[src/rtl/lsu_pkg.sv]
// Shared ISA constants, FSM state and lane-size types for the load/store unit.
package lsu_pkg;

  localparam int isa_xlen = 32;

  localparam logic [2:0] isa_funct3_lb  = 3'd0;
  localparam logic [2:0] isa_funct3_lh  = 3'd1;
  localparam logic [2:0] isa_funct3_lw  = 3'd2;
  localparam logic [2:0] isa_funct3_lbu = 3'd4;
  localparam logic [2:0] isa_funct3_lhu = 3'd5;
  localparam logic [2:0] isa_funct3_sb  = 3'd0;
  localparam logic [2:0] isa_funct3_sh  = 3'd1;
  localparam logic [2:0] isa_funct3_sw  = 3'd2;

  typedef enum logic [1:0] {
    st_idle,
    st_bus,
    st_resp
  } lsu_state_e;

  typedef enum logic [1:0] {
    size_byte,
    size_half,
    size_word
  } lane_size_e;

  // Access size lives in the low two funct3 bits; bit 2 only selects zero-extension.
  function automatic lane_size_e funct3_size(input logic [1:0] f);
    case (f)
      2'd0:    return size_byte;
      2'd1:    return size_half;
      default: return size_word;
    endcase
  endfunction

  function automatic logic funct3_illegal(input logic write, input logic [2:0] f);
    if (write) return (f >= 3'd3);
    return (f == 3'd3) || (f >= 3'd6);
  endfunction

  function automatic logic addr_misaligned(input lane_size_e s, input logic [1:0] off);
    case (s)
      size_half: return off[0];
      size_word: return (off != 2'd0);
      default:   return 1'b0;
    endcase
  endfunction

endpackage

[src/rtl/lsu_if.sv]
// Request, data-bus and response signals of the load/store unit.
interface lsu_if #(
  parameter int Width = 32
);
  logic               req_valid;
  logic               req_ready;
  logic               req_write;
  logic [2:0]         req_funct3;
  logic [Width-1:0]   req_addr;
  logic [Width-1:0]   req_wdata;

  logic               mem_req;
  logic               mem_we;
  logic [Width-1:0]   mem_addr;
  logic [Width/8-1:0] mem_be;
  logic [Width-1:0]   mem_wdata;
  logic               mem_ack;
  logic [Width-1:0]   mem_rdata;

  logic               rsp_valid;
  logic [Width-1:0]   rsp_data;
  logic               rsp_misaligned;
  logic               rsp_illegal;
  logic               rsp_timeout;

  modport slave (
    input  req_valid, req_write, req_funct3, req_addr, req_wdata,
    input  mem_ack, mem_rdata,
    output req_ready,
    output mem_req, mem_we, mem_addr, mem_be, mem_wdata,
    output rsp_valid, rsp_data, rsp_misaligned, rsp_illegal, rsp_timeout
  );

  modport master (
    output req_valid, req_write, req_funct3, req_addr, req_wdata,
    output mem_ack, mem_rdata,
    input  req_ready,
    input  mem_req, mem_we, mem_addr, mem_be, mem_wdata,
    input  rsp_valid, rsp_data, rsp_misaligned, rsp_illegal, rsp_timeout
  );
endinterface

[src/rtl/lsu_align.sv]
// Combinational lane steering: store byte enables/replication and load shift-plus-extend.
module lsu_align
  import lsu_pkg::*;
(
  input  lane_size_e  size,
  input  logic        unsigned_ld,
  input  logic        write,
  input  logic [1:0]  off,
  input  logic [31:0] wdata,
  input  logic [31:0] rdata,
  output logic [3:0]  be,
  output logic [31:0] wdata_rep,
  output logic [31:0] load_data
);

  logic [31:0] shifted;

  always_comb begin
    be = 4'b1111;
    if (write) begin
      case (size)
        size_byte: be = 4'b0001 << off;
        size_half: be = 4'b0011 << off;
        default:   be = 4'b1111;
      endcase
    end
  end

  // Every lane carries the store data so the slave picks it up wherever be points.
  for (genvar gi = 0; gi < 4; gi++) begin : g_lane
    assign wdata_rep[8*gi +: 8] = (size == size_byte) ? wdata[7:0] :
                                  (size == size_half) ? wdata[8*(gi%2) +: 8] :
                                                        wdata[8*gi +: 8];
  end

  assign shifted = rdata >> {off, 3'b000};

  always_comb begin
    case (size)
      size_byte: load_data = {{24{shifted[7]  & ~unsigned_ld}}, shifted[7:0]};
      size_half: load_data = {{16{shifted[15] & ~unsigned_ld}}, shifted[15:0]};
      default:   load_data = shifted;
    endcase
  end

endmodule

[src/rtl/lsu.sv]
// Load/store unit: one single-beat word access per op, with fault detection and bus timeout.
module lsu
  import lsu_pkg::*;
#(
  parameter int Width         = isa_xlen,
  parameter int TimeoutCycles = 16
) (
  input  logic  clk,
  input  logic  rst_n,
  lsu_if.slave  io
);

  if (Width != 32) begin : g_bad_width
    $error("lsu: only Width = 32 is supported");
  end
  if (TimeoutCycles < 1) begin : g_bad_timeout
    $error("lsu: TimeoutCycles must be >= 1");
  end

  localparam int CntW = $clog2(TimeoutCycles + 1);

  lsu_state_e      state_reg, state_next;
  logic [CntW-1:0] cnt_reg, cnt_next;
  logic [31:0]     data_reg, data_next;
  logic            illegal_reg, illegal_next;
  logic            misaligned_reg, misaligned_next;
  logic            timeout_reg, timeout_next;

  logic            write_reg;
  logic [2:0]      funct3_reg;
  logic [31:0]     addr_reg;
  logic [31:0]     wdata_reg;

  logic            accept;
  logic            req_illegal;
  logic            req_misaligned;
  logic [3:0]      be;
  logic [31:0]     wdata_rep;
  logic [31:0]     load_data;

  assign accept         = io.req_valid && (state_reg == st_idle);
  assign req_illegal    = funct3_illegal(io.req_write, io.req_funct3);
  assign req_misaligned = addr_misaligned(funct3_size(io.req_funct3[1:0]), io.req_addr[1:0]);

  lsu_align u_align (
    .size        (funct3_size(funct3_reg[1:0])),
    .unsigned_ld (funct3_reg[2]),
    .write       (write_reg),
    .off         (addr_reg[1:0]),
    .wdata       (wdata_reg),
    .rdata       (io.mem_rdata),
    .be          (be),
    .wdata_rep   (wdata_rep),
    .load_data   (load_data)
  );

  always_ff @(posedge clk or negedge rst_n) begin
    if (!rst_n) begin
      state_reg      <= st_idle;
      cnt_reg        <= '0;
      data_reg       <= '0;
      illegal_reg    <= 1'b0;
      misaligned_reg <= 1'b0;
      timeout_reg    <= 1'b0;
      write_reg      <= 1'b0;
      funct3_reg     <= '0;
      addr_reg       <= '0;
      wdata_reg      <= '0;
    end else begin
      state_reg      <= state_next;
      cnt_reg        <= cnt_next;
      data_reg       <= data_next;
      illegal_reg    <= illegal_next;
      misaligned_reg <= misaligned_next;
      timeout_reg    <= timeout_next;
      if (accept) begin
        write_reg  <= io.req_write;
        funct3_reg <= io.req_funct3;
        addr_reg   <= io.req_addr;
        wdata_reg  <= io.req_wdata;
      end
    end
  end

  always_comb begin
    state_next      = state_reg;
    cnt_next        = cnt_reg;
    data_next       = data_reg;
    illegal_next    = illegal_reg;
    misaligned_next = misaligned_reg;
    timeout_next    = timeout_reg;
    case (state_reg)
      st_idle: begin
        if (accept) begin
          cnt_next        = '0;
          data_next       = '0;
          timeout_next    = 1'b0;
          illegal_next    = req_illegal;
          misaligned_next = !req_illegal && req_misaligned;
          state_next      = (req_illegal || req_misaligned) ? st_resp : st_bus;
        end
      end
      st_bus: begin
        // An ack in the final allowed cycle still wins over the timeout.
        if (io.mem_ack) begin
          data_next  = write_reg ? 32'd0 : load_data;
          state_next = st_resp;
        end else if (cnt_reg == CntW'(TimeoutCycles - 1)) begin
          timeout_next = 1'b1;
          state_next   = st_resp;
        end else begin
          cnt_next = cnt_reg + CntW'(1);
        end
      end
      st_resp: state_next = st_idle;
      default: state_next = st_idle;
    endcase
  end

  assign io.req_ready      = (state_reg == st_idle);

  assign io.mem_req        = (state_reg == st_bus);
  assign io.mem_we         = io.mem_req && write_reg;
  assign io.mem_addr       = io.mem_req ? {addr_reg[31:2], 2'b00} : '0;
  assign io.mem_be         = io.mem_req ? be : '0;
  assign io.mem_wdata      = io.mem_req ? wdata_rep : '0;

  assign io.rsp_valid      = (state_reg == st_resp);
  assign io.rsp_data       = io.rsp_valid ? data_reg : '0;
  assign io.rsp_illegal    = io.rsp_valid && illegal_reg;
  assign io.rsp_misaligned = io.rsp_valid && misaligned_reg;
  assign io.rsp_timeout    = io.rsp_valid && timeout_reg;

endmodule

[src/flat_wrapper.sv]
// flat-port wrapper written by rule: the top's interface ports become plain ports
module lsu_flat import lsu_pkg::*;
#(
  parameter int Width         = isa_xlen,
  parameter int TimeoutCycles = 16
)
  (clk, rst_n, io_req_valid, io_req_write, io_req_funct3, io_req_addr, io_req_wdata, io_mem_ack, io_mem_rdata, io_req_ready, io_mem_req, io_mem_we, io_mem_addr, io_mem_be, io_mem_wdata, io_rsp_valid, io_rsp_data, io_rsp_misaligned, io_rsp_illegal, io_rsp_timeout);
  lsu_if #(.Width(Width)) io_i ();
  input  logic clk;
  input  logic rst_n;
  input wire logic [$bits(io_i.req_valid)-1:0] io_req_valid;
  input wire logic [$bits(io_i.req_write)-1:0] io_req_write;
  input wire logic [$bits(io_i.req_funct3)-1:0] io_req_funct3;
  input wire logic [$bits(io_i.req_addr)-1:0] io_req_addr;
  input wire logic [$bits(io_i.req_wdata)-1:0] io_req_wdata;
  input wire logic [$bits(io_i.mem_ack)-1:0] io_mem_ack;
  input wire logic [$bits(io_i.mem_rdata)-1:0] io_mem_rdata;
  output wire logic [$bits(io_i.req_ready)-1:0] io_req_ready;
  output wire logic [$bits(io_i.mem_req)-1:0] io_mem_req;
  output wire logic [$bits(io_i.mem_we)-1:0] io_mem_we;
  output wire logic [$bits(io_i.mem_addr)-1:0] io_mem_addr;
  output wire logic [$bits(io_i.mem_be)-1:0] io_mem_be;
  output wire logic [$bits(io_i.mem_wdata)-1:0] io_mem_wdata;
  output wire logic [$bits(io_i.rsp_valid)-1:0] io_rsp_valid;
  output wire logic [$bits(io_i.rsp_data)-1:0] io_rsp_data;
  output wire logic [$bits(io_i.rsp_misaligned)-1:0] io_rsp_misaligned;
  output wire logic [$bits(io_i.rsp_illegal)-1:0] io_rsp_illegal;
  output wire logic [$bits(io_i.rsp_timeout)-1:0] io_rsp_timeout;
  assign io_i.req_valid = io_req_valid;
  assign io_i.req_write = io_req_write;
  assign io_i.req_funct3 = io_req_funct3;
  assign io_i.req_addr = io_req_addr;
  assign io_i.req_wdata = io_req_wdata;
  assign io_i.mem_ack = io_mem_ack;
  assign io_i.mem_rdata = io_mem_rdata;
  assign io_req_ready = io_i.req_ready;
  assign io_mem_req = io_i.mem_req;
  assign io_mem_we = io_i.mem_we;
  assign io_mem_addr = io_i.mem_addr;
  assign io_mem_be = io_i.mem_be;
  assign io_mem_wdata = io_i.mem_wdata;
  assign io_rsp_valid = io_i.rsp_valid;
  assign io_rsp_data = io_i.rsp_data;
  assign io_rsp_misaligned = io_i.rsp_misaligned;
  assign io_rsp_illegal = io_i.rsp_illegal;
  assign io_rsp_timeout = io_i.rsp_timeout;
  lsu #(.Width(Width), .TimeoutCycles(TimeoutCycles)) u_core (.clk(clk), .rst_n(rst_n), .io(io_i));
endmodule
[config.mk]
export PLATFORM = sky130hd
export DESIGN_NAME = lsu_flat
export DESIGN_NICKNAME = d
export VERILOG_FILES = /design/src/rtl/lsu_pkg.sv /design/src/rtl/lsu_if.sv /design/src/rtl/lsu_align.sv /design/src/rtl/lsu.sv /design/src/flat_wrapper.sv
export SDC_FILE = /design/constraint.sdc
export NUM_CORES = 1
export LEC_CHECK = 0
export BUFFER_PORTS_ARGS = -buffer_cell sky130_fd_sc_hd__buf_2
export CAP_MARGIN = 20
export CORE_UTILIZATION = 38
export CTS_BUF_LIST = sky130_fd_sc_hd__clkbuf_8
export DETAILED_ROUTE_END_ITERATION = 8
export PLACE_DENSITY = 0.63
export SLEW_MARGIN = 20
export SYNTH_ARGS = -nofsm -noshare
export SYNTH_HDL_FRONTEND = slang
export SYNTH_SLANG_ARGS = --single-unit
export TNS_END_PERCENT = 100
[constraint.sdc]
create_clock -name clk -period 4.2 [get_ports clk]
set_input_delay 0.84 -clock clk [delete_from_list [all_inputs] [get_ports clk]]
set_output_delay 0.84 -clock clk [all_outputs]
set_load 0.05 [all_outputs]
==> results by group <==
Synth
  • List of most frequent post-synthesis cells: nand2_1, dfrtp_1, and2_1, a21oi_1, nor2_1
  • Number of synthesized register bits: 110
  • Syn Area/Cell: 8.49 sq um
  • Synth area leader: dfrtp_1
  • EDFF count, synth: 0
  • Synth Instances: between 600 and 700
  • Synth async-reset ratio: 100%
  • Top FF cell, synth: dfrtp_1
  • Largest cells by area after synthesis: dfrtp_1, nand2_1, and2_1, mux2i_1, a21oi_1
  • Library cells used by synthesis: 42
  • Synth warn: 0
  • Synthesized area: 5840 sq um
  • Seq/Total Area, Yosys: 47.1%
  • Share of the synthesized area in the top cell type: 47.1%
  • Count leader, synth: nand2_1

Power
  • Pleak: ~4.0 nW
  • Power, Total: about 0.004 W
  • P per Cell Area: approximately 550 nW/um^2
  • Worst VDD drop: 0.236 mV

Floorplanning
  • Core Area: roughly 15,000 sq um
  • Io pins: 211
  • DIE AREA: around 16,000 sq um
  • Vert. Die Dim: roughly 130 um
  • Initial Utilization: between 30% and 40%
  • Die X: around 130 um
  • FP Rows: 44

STA
  • Clock skew: 0.00827 ns
  • Setup violations, final: 0
  • Slew margin rel.: ~26%
  • Fin. Hold Viols: 0
  • Highest Clock Rate: 308 MHz
  • Final period utilization: 77.2%
  • Worst setup margin: 0.957 ns
  • Max Slew Vio Count: 0
  • RSZ-0062 raised after global routing: no
  • Min Tclk post-route: ~3.2 ns
  • Worst Tran Pin Value: roughly 1.1 ns
  • Sum Neg Setup Slack: 0 ns

Worst setup path
  • RR Startpoint: u_core.state_reg[1]
  • WP data required: 3.36 ns
  • Worst-path fanout max: 20
  • Critical Path Source: u_core.funct3_reg[1]
  • CP Cell Sequence: buf_4 > or2_2 > nand2_1 > a21oi_1 > buf_2
  • CP endpoint kind: primary output
  • CP max stage cell: dfrtp_1
  • Setup crit start kind: register
  • Crit path depth: 5
  • CP max stage delay: 0.65 ns
  • Crit Path Category: register to primary output
  • CP arrival: 2.40 ns
  • Top delay family on crit path: flip-flops
  • R2R cell count: 8
  • Buf/Inv on CP: 2

Finish
  • Final-layout fill cell count: roughly 1,500
  • Fin util: between 40% and 50%
  • # diodes: 0
  • NumNets Final: 977
  • Share of layout cells above drive strength 1: approximately 30%
  • P&R area growth vs syn: 23.3%

CTS
  • Post-CTS setup buffer count: 0
  • Clock latency on the worst-skew pair: between 0.3 and 0.4 ns
  • Root Driver: clkbuf_8
  • Max clock buf depth: 2
  • TritonCTS clock tree: built
  • Hold_buf cts: 0
  • Clock sink total: 110
  • CTS resizes: 0
  • Clock transition at the registers of the reported paths: 0.10 ns
  • Num CTS Buffers: 9
  • CTS H-tree lvls: 3

Route
  • Routed len/inst: 15.5 um
  • WL final: 16.5 mm
  • Drt via density: around 4.9
  • Initial DRC Count: ~400
  • Antenna Nets Post-Route: 0
  • Total number of vias: 5,179
  • DRC: 0
  • TritonRoute pass-1 iters: 6

Place
  • HPWL Detailed: about 12 mm
  • Setup WS pre-CTS: 1.15 ns
  • GPL Wtd Cong: between 0.8 and 0.9
  • IO buf count: roughly 210

Hold path
  • Min-Delay Path Class: register to register
  • Worst hold stages: 2
  • HP Start: u_core.addr_reg[18]

Global route
  • Initial antenna violation count: 1
  • Largest net degree at the start of global routing: slightly above 70
  • Vias in the first global route: around 4,800
  • First-pass GRT wire length: around 26 mm
  • Gr usage total: about a fifth
  • Total gr overflow: 0

Job
  • Max-Cap Viols: 0

Status
  • Status: completed
[final timing paths]
kind	endpoint	slack (ns)
max in group asynchronous	u_core.wdata_reg[18]	2.82
worst max register to register	u_core.data_reg[9]	1.26
min in group asynchronous	u_core.wdata_reg[12]	0.53
worst max-delay path	io_mem_wdata[10]	0.96
worst min-delay path	u_core.addr_reg[18]	0.47
worst min register to register	u_core.addr_reg[18]	0.47
[layout make-up]
class,count,area [sq um],share of cell area (%)
multi-input combinational,526,2870,39.8
inverter,4,15.0,0.208
timing repair buffer,220,1150,16.0
clock inverter,6,65.1,0.903
tap,184,230,3.20
clock buffer,9,124,1.72
sequential,110,2750,38.2
[worst min-delay path, stage by stage, from the launching register on]
cell,delay (ns)
dfrtp_1,0.35
nand2_1,0.05
nand2_1,0.05
[layout by cell type, fill, tap and decap left out, types with 3 or more instances in the layout]
cell,count
o21ai_1,8
nand2_1,241
dfrtp_1,110
clkinvlp_4,3
nor2b_1,3
buf_2,207
nand3b_1,8
buf_4,12
a21oi_1,40
mux2i_1,30
clkbuf_8,9
nor2_1,39
and2_1,74
inv_1,4
a221o_1,16
xor2_1,3
o21ai_0,20
mux2_2,10
[power breakdown]
group	total, W	internal (W)	switching (W)	leakage, nW
Sequential	0.00165	0.00136	0.000292	1.41
Clock	0.000639	0.000272	0.000367	0.0887
Combinational	0.00170	0.000571	0.00113	2.45
[through the flow]
stage | hold slack [ns] | cells | area [sq um]
2_1_floorplan | 0.437 | 689 | 5850
3_3_place_gp | 0.452 | 1043 | 6980
3_5_place_dp | 0.456 | 1043 | 6980
4_1_cts | 0.480 | 1058 | 7170
5_1_grt | 0.501 | 1059 | 7210
6_report | 0.472 | 1059 | 7210
[per-layer routing]
layer  wire length (um)  global-route usage, %  vias up  part of all wire (%)
li1                   -                      -     2602                     -
met3               1210                   5.23       17                   7.3
met5                 16                      0        -                 0.097
met1               7620                   29.6     2362                    46
met2               7380                   31.8      196                    45
met4                233                   6.95        2                   1.4
[kinds of logic (layout without fill, tap and decap cells)]
kind of cell	Yosys count	in the layout	synth area share [%]
DFF	110	110	47.1
AOI/OAI and AO/OA	93	93	10.2
other	1	2	0.0642
muxes	42	42	7.65
adders and majority gates	2	2	0.428
buffers and inverters	53	239	4.22
xor gates and xnor gates	3	3	0.450
and+or+nand+nor	384	384	29.9
Note: power is estimated with default switching activity, not from simulation.
